`src/rtl/alu32_arbiter.sv`:
```
// alu32_arbiter
//   Shares one external combinational ALU32 between two requesters. Requests
//   are arbitrated round-robin. The granted operands and function code are
//   registered onto the ALU inputs, and the ALU result and flags are captured
//   one cycle later. The response is then presented, tagged with the ID of
//   the requester that issued it. Only one operation is in flight at a time.
//
//   Optional feature: define ALU32_ARB_DIVZ_EN to detect divide-by-zero
//   (func 4'b0011 with b == 0) at the handshake. When it is detected, the
//   response is forced to data = all ones, flags = 0 and err = 1.
//
// Ports
//   clk, rst                    clock (rising edge), synchronous active-high reset
//   reqN_valid/ready            request handshake for requester N (0/1)
//   reqN_a, reqN_b, reqN_func   request payload for requester N
//   alu_a, alu_b, alu_func      registered operands/function to the ALU
//   alu_out, alu_carry, alu_zr,
//   alu_sign, alu_parity        ALU result and flags
//   rsp_valid/ready             response handshake
//   rsp_id, rsp_data,
//   rsp_flags, rsp_err          response payload; flags = {carry, zr, sign, parity}
module alu32_arbiter #(
  parameter int unsigned W = 32
) (
  input  logic         clk,
  input  logic         rst,
  input  logic         req0_valid,
  output logic         req0_ready,
  input  logic [W-1:0] req0_a,
  input  logic [W-1:0] req0_b,
  input  logic [3:0]   req0_func,
  input  logic         req1_valid,
  output logic         req1_ready,
  input  logic [W-1:0] req1_a,
  input  logic [W-1:0] req1_b,
  input  logic [3:0]   req1_func,
  output logic [W-1:0] alu_a,
  output logic [W-1:0] alu_b,
  output logic [3:0]   alu_func,
  input  logic [W-1:0] alu_out,
  input  logic         alu_carry,
  input  logic         alu_zr,
  input  logic         alu_sign,
  input  logic         alu_parity,
  output logic         rsp_valid,
  input  logic         rsp_ready,
  output logic         rsp_id,
  output logic [W-1:0] rsp_data,
  output logic [3:0]   rsp_flags,
  output logic         rsp_err
);

  typedef enum logic [1:0] {IDLE, EXEC, RESP} state_t;

  state_t       state_q, state_d;
  logic         last_q, last_d;
  logic         id_q, id_d;
  logic [W-1:0] alu_a_q, alu_a_d;
  logic [W-1:0] alu_b_q, alu_b_d;
  logic [3:0]   alu_func_q, alu_func_d;
  logic [W-1:0] rsp_data_q, rsp_data_d;
  logic [3:0]   rsp_flags_q, rsp_flags_d;

  logic         gnt0, gnt1;
  logic         hs0, hs1;
  logic [W-1:0] sel_a, sel_b;
  logic [3:0]   sel_func;

`ifdef ALU32_ARB_DIVZ_EN
  logic divz_q, divz_d;
  logic rsp_err_q, rsp_err_d;
`endif

  always_comb begin
    // Round-robin: a lone requester always wins. On contention the winner is
    // the requester that was not served last.
    gnt0       = req0_valid & (~req1_valid | last_q);
    gnt1       = req1_valid & (~req0_valid | ~last_q);
    req0_ready = (state_q == IDLE) & gnt0;
    req1_ready = (state_q == IDLE) & gnt1;
    hs0        = req0_valid & req0_ready;
    hs1        = req1_valid & req1_ready;

    sel_a    = hs1 ? req1_a    : req0_a;
    sel_b    = hs1 ? req1_b    : req0_b;
    sel_func = hs1 ? req1_func : req0_func;

    state_d     = state_q;
    last_d      = last_q;
    id_d        = id_q;
    alu_a_d     = alu_a_q;
    alu_b_d     = alu_b_q;
    alu_func_d  = alu_func_q;
    rsp_data_d  = rsp_data_q;
    rsp_flags_d = rsp_flags_q;
`ifdef ALU32_ARB_DIVZ_EN
    divz_d      = divz_q;
    rsp_err_d   = rsp_err_q;
`endif

    case (state_q)
      IDLE: begin
        if (hs0 | hs1) begin
          state_d    = EXEC;
          id_d       = hs1;
          last_d     = hs1;
          alu_a_d    = sel_a;
          alu_b_d    = sel_b;
          alu_func_d = sel_func;
`ifdef ALU32_ARB_DIVZ_EN
          divz_d     = (sel_func == 4'b0011) && (sel_b == '0);
`endif
        end
      end
      EXEC: begin
        state_d = RESP;
`ifdef ALU32_ARB_DIVZ_EN
        // A divide-by-zero decided at the handshake overrides the ALU output.
        rsp_data_d  = divz_q ? '1 : alu_out;
        rsp_flags_d = divz_q ? 4'b0000
                             : {alu_carry, alu_zr, alu_sign, alu_parity};
        rsp_err_d   = divz_q;
`else
        rsp_data_d  = alu_out;
        rsp_flags_d = {alu_carry, alu_zr, alu_sign, alu_parity};
`endif
      end
      RESP: begin
        if (rsp_ready) state_d = IDLE;
      end
      default: state_d = IDLE;
    endcase
  end

  always_ff @(posedge clk) begin
    if (rst) begin
      state_q     <= IDLE;
      last_q      <= 1'b1;
      id_q        <= 1'b0;
      alu_a_q     <= '0;
      alu_b_q     <= '0;
      alu_func_q  <= '0;
      rsp_data_q  <= '0;
      rsp_flags_q <= '0;
`ifdef ALU32_ARB_DIVZ_EN
      divz_q      <= 1'b0;
      rsp_err_q   <= 1'b0;
`endif
    end else begin
      state_q     <= state_d;
      last_q      <= last_d;
      id_q        <= id_d;
      alu_a_q     <= alu_a_d;
      alu_b_q     <= alu_b_d;
      alu_func_q  <= alu_func_d;
      rsp_data_q  <= rsp_data_d;
      rsp_flags_q <= rsp_flags_d;
`ifdef ALU32_ARB_DIVZ_EN
      divz_q      <= divz_d;
      rsp_err_q   <= rsp_err_d;
`endif
    end
  end

  assign alu_a     = alu_a_q;
  assign alu_b     = alu_b_q;
  assign alu_func  = alu_func_q;
  assign rsp_valid = (state_q == RESP);
  assign rsp_id    = id_q;
  assign rsp_data  = rsp_data_q;
  assign rsp_flags = rsp_flags_q;
`ifdef ALU32_ARB_DIVZ_EN
  assign rsp_err   = rsp_err_q;
`else
  assign rsp_err   = 1'b0;
`endif

endmodule
```
`config.mk`:
```
export PLATFORM = sky130hd
export DESIGN_NAME = alu32_arbiter
export DESIGN_NICKNAME = d
export VERILOG_FILES = /design/src/rtl/alu32_arbiter.sv
export SDC_FILE = /design/constraint.sdc
export NUM_CORES = 1
export LEC_CHECK = 0
export CAP_MARGIN = 15
export CORE_ASPECT_RATIO = 1.5
export CORE_MARGIN = 4
export CORE_UTILIZATION = 25
export DETAILED_ROUTE_END_ITERATION = 8
export DONT_BUFFER_PORTS = 1
export SYNTH_ARGS = -nofsm -noshare
export SYNTH_HDL_FRONTEND = slang
export SYNTH_SLANG_ARGS = --single-unit
```
`constraint.sdc`:
```
create_clock -name clk -period 3.9 [get_ports clk]
set_input_delay 0.39 -clock clk [delete_from_list [all_inputs] [get_ports clk]]
set_output_delay 0.39 -clock clk [all_outputs]
set_load 0.05 [all_outputs]
```
# Word-level counts from Yosys, hierarchy flattened
# Cells that the tools add are included.
[op_classes]
n_addsub = 0
multipliers = 0
n_div = 0
n_lt_le_gt_ge = 0
eq_ne = 4
shifts = 0
n_mux = 6
n_bitwise = 12
n_reduce_logical = 3
[op_table]
columns = ["cell", "n"]
rows = [
  ["$mux W32", 2],
  ["$and A1 B1 Y1", 6],
  ["$pmux W2 S3", 1],
  ["$mux W2", 2],
  ["$mux W4", 1],
  ["$ne A2 B1 Y1 const B", 2],
  ["$reduce_and A2 Y1", 2],
  ["$not A1 Y1", 3],
  ["$or A1 B1 Y1", 3],
  ["$eq A2 B1 Y1 const B", 1],
  ["$eq A2 B2 Y1 const B", 1],
  ["$logic_not A2 Y1", 1],
]
[totals]
regBits = 108
latchBits = 0
ram_bits = 0
romBits = 0
inputBits = 177
output_inout_bits = 109
word_cells = 33
n_memories = 0

# Logic depth before layout (Yosys ltp)
# Gate-level depths: netlist of run 1.
[depth]
ltp_word = 8
mapped_depth = 7
mapped_depth_nobuf = 3

# Least setup slack after synthesis of run 1
# OpenSTA, ideal clock, no wires.
[synth_path]
path_kind = "input to output"
start = "input port req1_valid"
end = "output port req1_ready"
t_arrival_ns = 1.723
t_required_ns = 3.510
setup_slack_ns = 1.787
path_stages = 4
n_path_buf = 2
path_cell_list = "or3b_1 > clkbuf_1 > clkbuf_1 > nor2_1"
[synth_via]
elab_chain_len = 2
[synth_rtl]
columns = ["item", "line_no", "source"]
rows = [
  ["from (decl)", "32", "input logic req1_valid,"],
  ["$and A1 B1 Y1", "78", "gnt1 = req1_valid & (~req0_valid | ~last_q);"],
  ["$and A1 B1 Y1", "80", "req1_ready = (state_q == IDLE) & gnt1;"],
  ["to (decl)", "33", "output logic req1_ready,"],
]
# Every way passes these cells.

# Worst setup path in the final report of run 1
[layout_path]
start = "register state_q[1]"
end = "output port req0_ready"
[layout_via]
elab_chain_len = 2
[layout_rtl]
columns = ["item", "line_no", "source"]
rows = [
  ["from (decl)", "55", "state_t state_q, state_d;"],
  ["from (signal assigned)", "150", "state_q <= state_d;"],
  ["$logic_not A2 Y1", "79", "req0_ready = (state_q == IDLE) & gnt0;"],
  ["$and A1 B1 Y1", "79", ""],
  ["to (decl)", "28", "output logic req0_ready,"],
]
# Every way passes these cells.

==> qor.yml, run 1 <==
tns_ns: 0
r2r-start: "state_q[0]"
required_ns: 3.51
synth_ff_type: "dfxtp_1"
clkLatencyLatePin_ns: 0.35
fillCellCount: 2020
post_cts.repair.setup_buffers: 0
synth.avg_cell_area_um2: 8.07
place_area_um2: 4810
grt-ovfl-total: 0
highest_layer: "met4"
syn_to_final_growth_pct: 8.32
slew_violations: 0
worstHoldStart: "rst"
finalSetupViolations: 0
final_nets: 708
relSlewSlack_pct: 28.5
critPathKind: "reg2out"
wl_met2_um: 8150
syn_area_um2: 4710
r2r_cells: 4
sw_frac_of_total_pct: 40.1
synth_edf_count: 0
wl_per_cell_um: 20.5
synthTopCellsByCount: "108 x dfxtp_1, 106 x a21oi_1, 73 x nand2_1"
cp_max_fo: 7
vias: 4314
endpoint_kind: "output port"
antenna_cells: 0
synth_cell_types: 27
yosysTopAreaCell: "dfxtp_1"
stdcell_area_um2: 5100
p_switching_w: 0.00122
drcViolationCount: 0
dpl.hpwl_um: 10800
yosysMostFrequentCell: "dfxtp_1"
hold_depth: 1
fin_crit_ns: 2.51
dr_wl_met3_um: 1820
first_pass_iters: 4
cts_inserted_buffers: 9
r2r_end: "rsp_data[1]"
netlist_top_cells_area: "dfxtp_1 46%, a311oi_1 12%, a21oi_1 11%, nand3_1 7.2%, o21ai_0 6.8%"
die_x_um: 120
row_count: 61
register_area_um2: 2160
wl_met1_um: 5990
ys_seq_area_share_pct: 45.9
drive_gt1_share_pct: 7.28
io_buffers: 0
start_util_pct: 25.4
rsz0062_at_grt: "false"
grt_max_degree: 109
ir_drop_uv: 193
leakagePower_nw: 1.60
worst_pin_slew_ns: 1.08
cts_tree: "done"
fin_crit_sh_pct: 64.3
place.gp.congestion: 0.703
fp.dieH_um: 176
synthArstFlopShare_pct: 0
clock_sinks: 108
drv_cap: 0
synth_cells: 583
cts.reportedPaths.clkPinSlew_ns: 0.07
cp.arrival_ns: 2.12
power_frac_seq_pct: 56.4
crit_path_start_kind: "flop"
synth_top_area_share_pct: 45.9
ctsResizeCount: 0
core_um2: 18500
rrSetupSlack_ns: 1.91
status: "completed"
fin_skew_ns: 0.0119
first_iter_violations: 218
max_freq_mhz: 399
ant_nets: 0
finalHoldViolCount: 0
grt_antenna_before_repair: 0
grt_first_pass_wirelength_um: 24600
ys_ff_latch: 108
die_area_um2: 21100
p_comb_share_pct: 14.5
multi_input_area_um2: 2240
via_per_inst: 5.47
io_pins: 286
hold_end: "alu_func[2]"
cellInternalPower_w: 0.00183
htreeDepth: 3
root_buffer: "clkbuf_16"
yosysWarnings: 0
min_path_type: "in2reg"
grt_pass1_vias: 4339
clock_path_buffers: 2
hold_buffers: 0
synth_nets: 760
power.density_nw_per_um2: 598
grt_usage_pct: 14.7
wl_um: 16200
p_clk_share_pct: 29.1
-- state kept, by name, indices dropped and copies added (netlist names) --
name	flops
alu_func	4
alu_a	32
rsp_flags	4
alu_b	32
last_q	1
rsp_data	32
rsp_id	1
state_q	2
-- critical path, stage by stage (launching register included) --
cell and delay (ns):
dfxtp_1 0.40, or3b_2 0.54, a21oi_1 0.84
-- logic make-up after synthesis --
group                  count (synthesis)  share of synthesized area, %
buffers and inverters                 74                          6.81
AND/OR/NAND/NOR                      156                          15.1
flip-flops                           108                          45.9
other                                  1                        0.0797
AO/OA/AOI/OAI                        244                          32.0
-- layout by cell type, fill, tap and decap left out, drive strengths merged --
cell type	count
or2	1
nor2b	2
o21ai	68
clkbuf	10
a21oi	106
dfxtp	108
nor3b	1
nand2b	2
inv	4
nand2	73
a22oi	1
or3b	2
buf	10
conb	1
nand3	68
and2	2
a211o	1
clkinv	3
and3b	1
nor2	4
a311oi	68
-- stage by stage --
step	total power (W)	hold slack [ns]	util (%)	setup slack [ns]	instances
after floorplan	0.00208	0.496	-	1.79	583
after global placement	0.00219	0.474	26.0	1.76	772
after detailed placement	0.00220	0.474	26.0	1.75	772
after CTS	0.00311	0.0904	27.5	1.35	788
after global routing	0.00321	0.0819	27.5	1.30	788
final	0.00305	0.117	27.5	1.39	788
-- layer usage --
| layer | up-vias | GRT usage, % |
|---|---|---|
| met5 | - | 0 |
| met4 | 0 | 4.97 |
| met3 | 16 | 5.64 |
| met2 | 257 | 25.0 |
| met1 | 1999 | 16.8 |
| li1 | 2042 | - |
-- cell type report --
| class | count | share of cell area, % |
|---|---|---|
| clock inverter | 6 | 0.884 |
| sequential | 108 | 42.4 |
| clock buffer | 10 | 4.69 |
| timing repair buffer | 10 | 1.72 |
| tap | 252 | 6.19 |
| multi-input combinational | 401 | 44.0 |
| inverter | 1 | 0.0736 |
-- worst max path at each step --
stage,cells after the start,endpoint,from
5_1_grt,2,req0_ready,state_q[1]
4_1_cts,2,req0_ready,state_q[1]
3_5_place_dp,2,req0_ready,state_q[1]
3_3_place_gp,2,req0_ready,state_q[1]
6_report,2,req0_ready,state_q[1]
2_1_floorplan,4,req1_ready,req1_valid
-- power groups by stage --
| stage | clock network, W | logic [W] | registers [W] |
|---|---|---|---|
| after floorplan | 0 | 0.000378 | 0.00171 |
| after global placement | 0 | 0.000444 | 0.00175 |
| after detailed placement | 0 | 0.000451 | 0.00175 |
| after CTS | 0.000936 | 0.000450 | 0.00172 |
| after global routing | 0.000972 | 0.000502 | 0.00173 |
| final | 0.000888 | 0.000443 | 0.00172 |
Power figures use the tool's default switching activity.
==> inputs of run 2 (changes only) <==
--- a/config.mk
+++ b/config.mk
@@ -5,6 +5,7 @@
 export SDC_FILE = /design/constraint.sdc
 export NUM_CORES = 1
 export LEC_CHECK = 0
+export ABC_AREA = 1
 export CAP_MARGIN = 15
 export CORE_ASPECT_RATIO = 1.5
 export CORE_MARGIN = 4
==> constraint.sdc (replaced) <==
create_clock -name clk -period 2.15 [get_ports clk]
set_input_delay 0.215 -clock clk [delete_from_list [all_inputs] [get_ports clk]]
set_output_delay 0.215 -clock clk [all_outputs]
set_load 0.05 [all_outputs]
==> run 2 against run 1 <==
- combinational power rose to 2.8 times the previous value
- sequential power up 93%
- die area up 12%
- power up 110%
- clock power up 99%
- setup slack worse by 1.1 ns
- routed wire length down 4.5%
- largest cell class unchanged
- highest routed layer unchanged
==> qor.yml, run 2 <==
status: "completed"
finalHoldViolCount: 0
worstHoldStart: "alu_out[26]"
syn_to_final_growth_pct: 12.4
ys_seq_area_share_pct: 40.9
post_cts.repair.setup_buffers: 0
drcViolationCount: 0
grt_usage_pct: 12.2
root_buffer: "clkbuf_16"
max_freq_mhz: 537
netlist_top_cells_area: "dfxtp_1 41%, nor2_1 20%, nand2_1 15%, nand3b_1 9.7%, inv_1 5.2%"
synth_edf_count: 0
synth_cell_types: 19
wl_um: 15500
path_cells: "nor2_2 > nand3_4 > inv_1"
cp_max_fo: 22
die_area_um2: 23600
finalSetupViolations: 0
start_util_pct: 25.7
required_ns: 1.93
worst_pin_slew_ns: 0.950
layout_commonest_cell: "nor2_1"
grt_first_pass_wirelength_um: 23000
fp.dieH_um: 186
ir_drop_uv: 417
leakagePower_nw: 3.02
cts_inserted_buffers: 9
first_iter_violations: 226
rsz0062_at_grt: "false"
grt_antenna_before_repair: 0
clkLatencyLatePin_ns: 0.35
relSlewSlack_pct: 36.2
ys_ff_latch: 108
tns_ns: 0
yosysMostFrequentCell: "nor2_1"
hold_end: "rsp_data[26]"
synth.avg_cell_area_um2: 6.31
cts_tree: "done"
drv_cap: 0
synth_cells: 838
die_x_um: 127
layout_common_cells: "277 x nor2_1, 209 x nand2_1, 108 x dfxtp_1, 72 x inv_1, 68 x nand3b_1"
io_buffers: 0
first_pass_iters: 4
row_count: 64
ant_nets: 0
syn_area_um2: 5290
r2r_cells: 5
fin_skew_ns: 0.00589
core_um2: 20600
grt_pass1_vias: 4170
clock_sinks: 108
slew_violations: 0
endpoint_kind: "output port"
synth_ff_type: "dfxtp_1"
grt_max_degree: 77
cp.arrival_ns: 1.65
slowest_delay_ns: 0.46
yosysTopAreaCell: "dfxtp_1"
drive_gt1_share_pct: 5.32
critPathKind: "reg2out"
min_path_type: "in2reg"
io_pins: 286
clock_path_buffers: 2
grt-ovfl-total: 0
rrSetupSlack_ns: 0.41
vias: 4760
holdWs_ns: 0.0260
place.gp.congestion: 0.784
htreeDepth: 3
crit_path_start_kind: "flop"
synthTopCellsByCount: "277 x nor2_1, 210 x nand2_1, 108 x dfxtp_1"
power.density_nw_per_um2: 1070
wl_per_cell_um: 14.2
synth_top_area_share_pct: 40.9
fin_crit_sh_pct: 86.6
synth_nets: 1015
r2r-start: "state_q[1]"
cp_slowest_cell: "inv_1"
antenna_cells: 0
fin_crit_ns: 1.86
dpl.hpwl_um: 11400
cts.reportedPaths.clkPinSlew_ns: 0.08
hold_depth: 2
synthArstFlopShare_pct: 0
r2r_end: "rsp_data[6]"
via_per_inst: 4.36
yosysWarnings: 0
final_nets: 999
run 2: changes by cell type after synthesis, moves of 40 or more:
cell	previous run	this run
nand3b_1	0	68
inv_1	1	73
a311oi_1	64	0
nor2_1	4	277
a21oi_1	106	3
clkbuf_1	55	15
nand3_1	68	1
nand2_1	73	210
run 2: critical path, delay by kind of cell (launching register included):
kind	cells	cell delay, ns
buffers and inverters	1	0.46
and+or+nand+nor	2	0.49
DFF	1	0.33
run 2: final cells by class:
class | instances | area (um2)
clock inverters | 7 | 87.6
multi-input cells | 599 | 2580
fillers | 2287 | 14600
inverters | 75 | 283
clock buffers | 9 | 225
well taps | 264 | 330
repair buffers | 29 | 273
flip-flops and latches | 108 | 2160
run 2: how the worst max path moves through the flow:
stage	slack, ns	to	start
3_5_place_dp	0.36	rsp_data[17]	state_q[1]
4_1_cts	0.21	req1_ready	state_q[1]
5_1_grt	0.1	rsp_flags[2]	state_q[1]
6_report	0.29	req1_ready	state_q[1]
3_3_place_gp	0.43	alu_b[6]	state_q[1]
2_1_floorplan	0.64	req1_ready	state_q[1]
run 2: through the flow:
stage / cells / instance area [um2] / total power [W] / util [%] / worst slack [ns]
2_1_floorplan: 838 / 5290 / 0.00431 / - / 0.643
3_3_place_gp: 1068 / 5560 / 0.00462 / 27.0 / 0.431
3_5_place_dp: 1068 / 5560 / 0.00464 / 27.0 / 0.356
4_1_cts: 1091 / 5940 / 0.00646 / 28.9 / 0.215
5_1_grt: 1091 / 5940 / 0.00674 / 28.9 / 0.0960
6_report: 1091 / 5940 / 0.00635 / 28.9 / 0.288
run 2: layer usage:
| layer | part of all wire, % | vias up | GRT usage [%] | wire (um) |
|---|---|---|---|---|
| li1 | - | 2477 | - | - |
| met5 | 0 | - | 0 | 0 |
| met1 | 39 | 2090 | 14.1 | 6100 |
| met2 | 50 | 169 | 20.8 | 7810 |
| met3 | 7.5 | 24 | 4.11 | 1170 |
| met4 | 2.5 | 0 | 5.20 | 388 |
run 2: what timing repair did:
item	in CTS	in global routing
endpoints found under the hold margin	8	0
gates resized for setup	0	0
hold buffers	7	0
run 2: report_power, final:
part / internal, W / switching, W / total (W)
Combinational: 0.000466 / 0.000793 / 0.00126
Clock: 0.000939 / 0.000834 / 0.00177
Sequential: 0.00227 / 0.00105 / 0.00332
Total: 0.00368 / 0.00267 / 0.00635
run 2: cell families (layout without fill, tap and decap cells):
group           Yosys count  after routing  share of synthesized area [%]
flops                   108            108                           40.9
simple gates            558            558                           44.6
compound gates           40             40                           3.84
other cells               1              1                         0.0710
buf+inv                 131            120                           10.5
==> inputs of run 3 (changes only) <==
--- a/config.mk
+++ b/config.mk
@@ -6,12 +6,12 @@
 export NUM_CORES = 1
 export LEC_CHECK = 0
 export ABC_AREA = 1
-export CAP_MARGIN = 15
 export CORE_ASPECT_RATIO = 1.5
 export CORE_MARGIN = 4
 export CORE_UTILIZATION = 25
 export DETAILED_ROUTE_END_ITERATION = 8
 export DONT_BUFFER_PORTS = 1
+export REMOVE_ABC_BUFFERS = 1
 export SYNTH_ARGS = -nofsm -noshare
 export SYNTH_HDL_FRONTEND = slang
 export SYNTH_SLANG_ARGS = --single-unit
==> run 3 against run 2 <==
- critical path type unchanged
- register-to-register slack better by 0.07 ns
- via count down 0.55%
- final cell count down 0.73%
- fmax down 5.5%
==> qor.yml, run 3 (same netlist as run 2, synthesis figures left out) <==
gr-usage-met2_pct: 20.5
r2r-start: "state_q[1]"
layout_commonest_cell: "nor2_1"
cp_max_fo: 51
clock_sinks: 108
fin_crit_ns: 1.97
dpl.hpwl_um: 10700
place.gp.congestion: 0.746
grt_first_pass_wirelength_um: 22500
clkLatencyLatePin_ns: 0.34
crit_path_start_kind: "flop"
gr-usage-met1_pct: 12.8
root_buffer: "clkbuf_16"
vias: 4734
row_count: 64
grt_usage_pct: 11.9
layout_common_cells: "277 x nor2_1, 209 x nand2_1, 108 x dfxtp_1, 72 x inv_1, 68 x nand3b_1"
r2r_end: "alu_a[2]"
grt_pass1_vias: 4231
min_path_type: "in2reg"
place_ws_ns: 0.452
post-route-util_pct: 28.6
power.density_nw_per_um2: 1060
r2r_cells: 7
rsz0062_at_grt: "false"
die_area_um2: 23600
final_nets: 991
endpoint_kind: "output port"
finalHoldViolCount: 0
slew_violations: 0
io_buffers: 0
met3_usage_pct: 5.51
finalSetupViolations: 0
drv_cap: 0
first_iter_violations: 180
drcViolationCount: 0
worstHoldStart: "alu_out[13]"
grt-ovfl-total: 0
wl_um: 14700
cts_tree: "done"
cp.arrival_ns: 1.75
ant_nets: 0
worst_pin_slew_ns: 0.566
holdWs_ns: 0.0362
antenna_cells: 0
leakagePower_nw: 2.99
hold_buffers: 1
grt_antenna_before_repair: 2
relSlewSlack_pct: 62.2
fp.dieH_um: 186
hold_depth: 2
status: "completed"
fin_skew_ns: 0.0104
syn_to_final_growth_pct: 11.4
io_pins: 286
post_cts.repair.setup_buffers: 0
critPathKind: "reg2out"
stdcell_area_um2: 5890
via_per_inst: 4.37
hold_end: "rsp_data[13]"
grt_max_degree: 79
first_pass_iters: 5
ctsResizeCount: 0
rrSetupSlack_ns: 0.48
wl_per_cell_um: 13.6
drive_gt1_share_pct: 5.01
busiest_layer: "met2"
tns_ns: 0
cts_inserted_buffers: 9
die_x_um: 127
ir_drop_uv: 363
core_um2: 20600
fin_crit_sh_pct: 91.6
max_freq_mhz: 508
start_util_pct: 25.7
timing.final.ws_setup_ns: 0.180
clock_path_buffers: 2
place_area_um2: 5580
cts.reportedPaths.clkPinSlew_ns: 0.08
htreeDepth: 3
required_ns: 1.93
run 3: cell count changes in the layout (fill, tap and decap cells not counted), sizes merged:
cell         delta
dlygate4sd3     -6
buf             -2
inv             -2
clkbuf          +1
clkinv          +1
run 3: metrics by stage:
| step | total power (W) | std cells |
|---|---|---|
| after CTS | 0.00638 | 1083 |
| after global placement | 0.00460 | 1066 |
| after detailed placement | 0.00463 | 1066 |
| after global routing | 0.00664 | 1083 |
| after floorplan | 0.00433 | 782 |
| final | 0.00624 | 1083 |
run 3: how the worst max path moves through the flow:
stage                             to  slack (ns)       start  depth (start not counted)
after floorplan             alu_a[0]       -4.99  state_q[1]                          6
after global placement      alu_a[2]        0.54  state_q[1]                          7
after detailed placement    alu_a[2]        0.45  state_q[1]                          7
after CTS                 req1_ready        0.13  state_q[1]                          4
after global routing      req1_ready        0.04  state_q[1]                          4
final                     req1_ready        0.18  state_q[1]                          4
run 3: power by group:
part / switching, W / internal, W
combinational: 0.000760 / 0.000464
sequential: 0.00105 / 0.00227
clock: 0.000774 / 0.000918
run 3: cell type report:
cell class | count | area (um2)
Timing Repair Buffer | 21 | 235
Tap cell | 264 | 330
Sequential cell | 108 | 2160
Clock buffer | 10 | 229
Clock inverter | 6 | 70.1
Multi-Input combinational cell | 599 | 2580
Fill cell | 2298 | 14700
Inverter | 75 | 282
run 3: worst max-delay path, cell delays in order (launching register included):
cell     delay [ns]
dfxtp_1        0.33
nor2_2         0.19
nand3_4        0.26
buf_12         0.27
inv_1          0.34
run 3: routing by layer:
metal	part of all wire [%]	routed length (um)
met1	37	5480
met2	50	7310
met3	11	1660
met4	1.4	210
met5	0.16	23
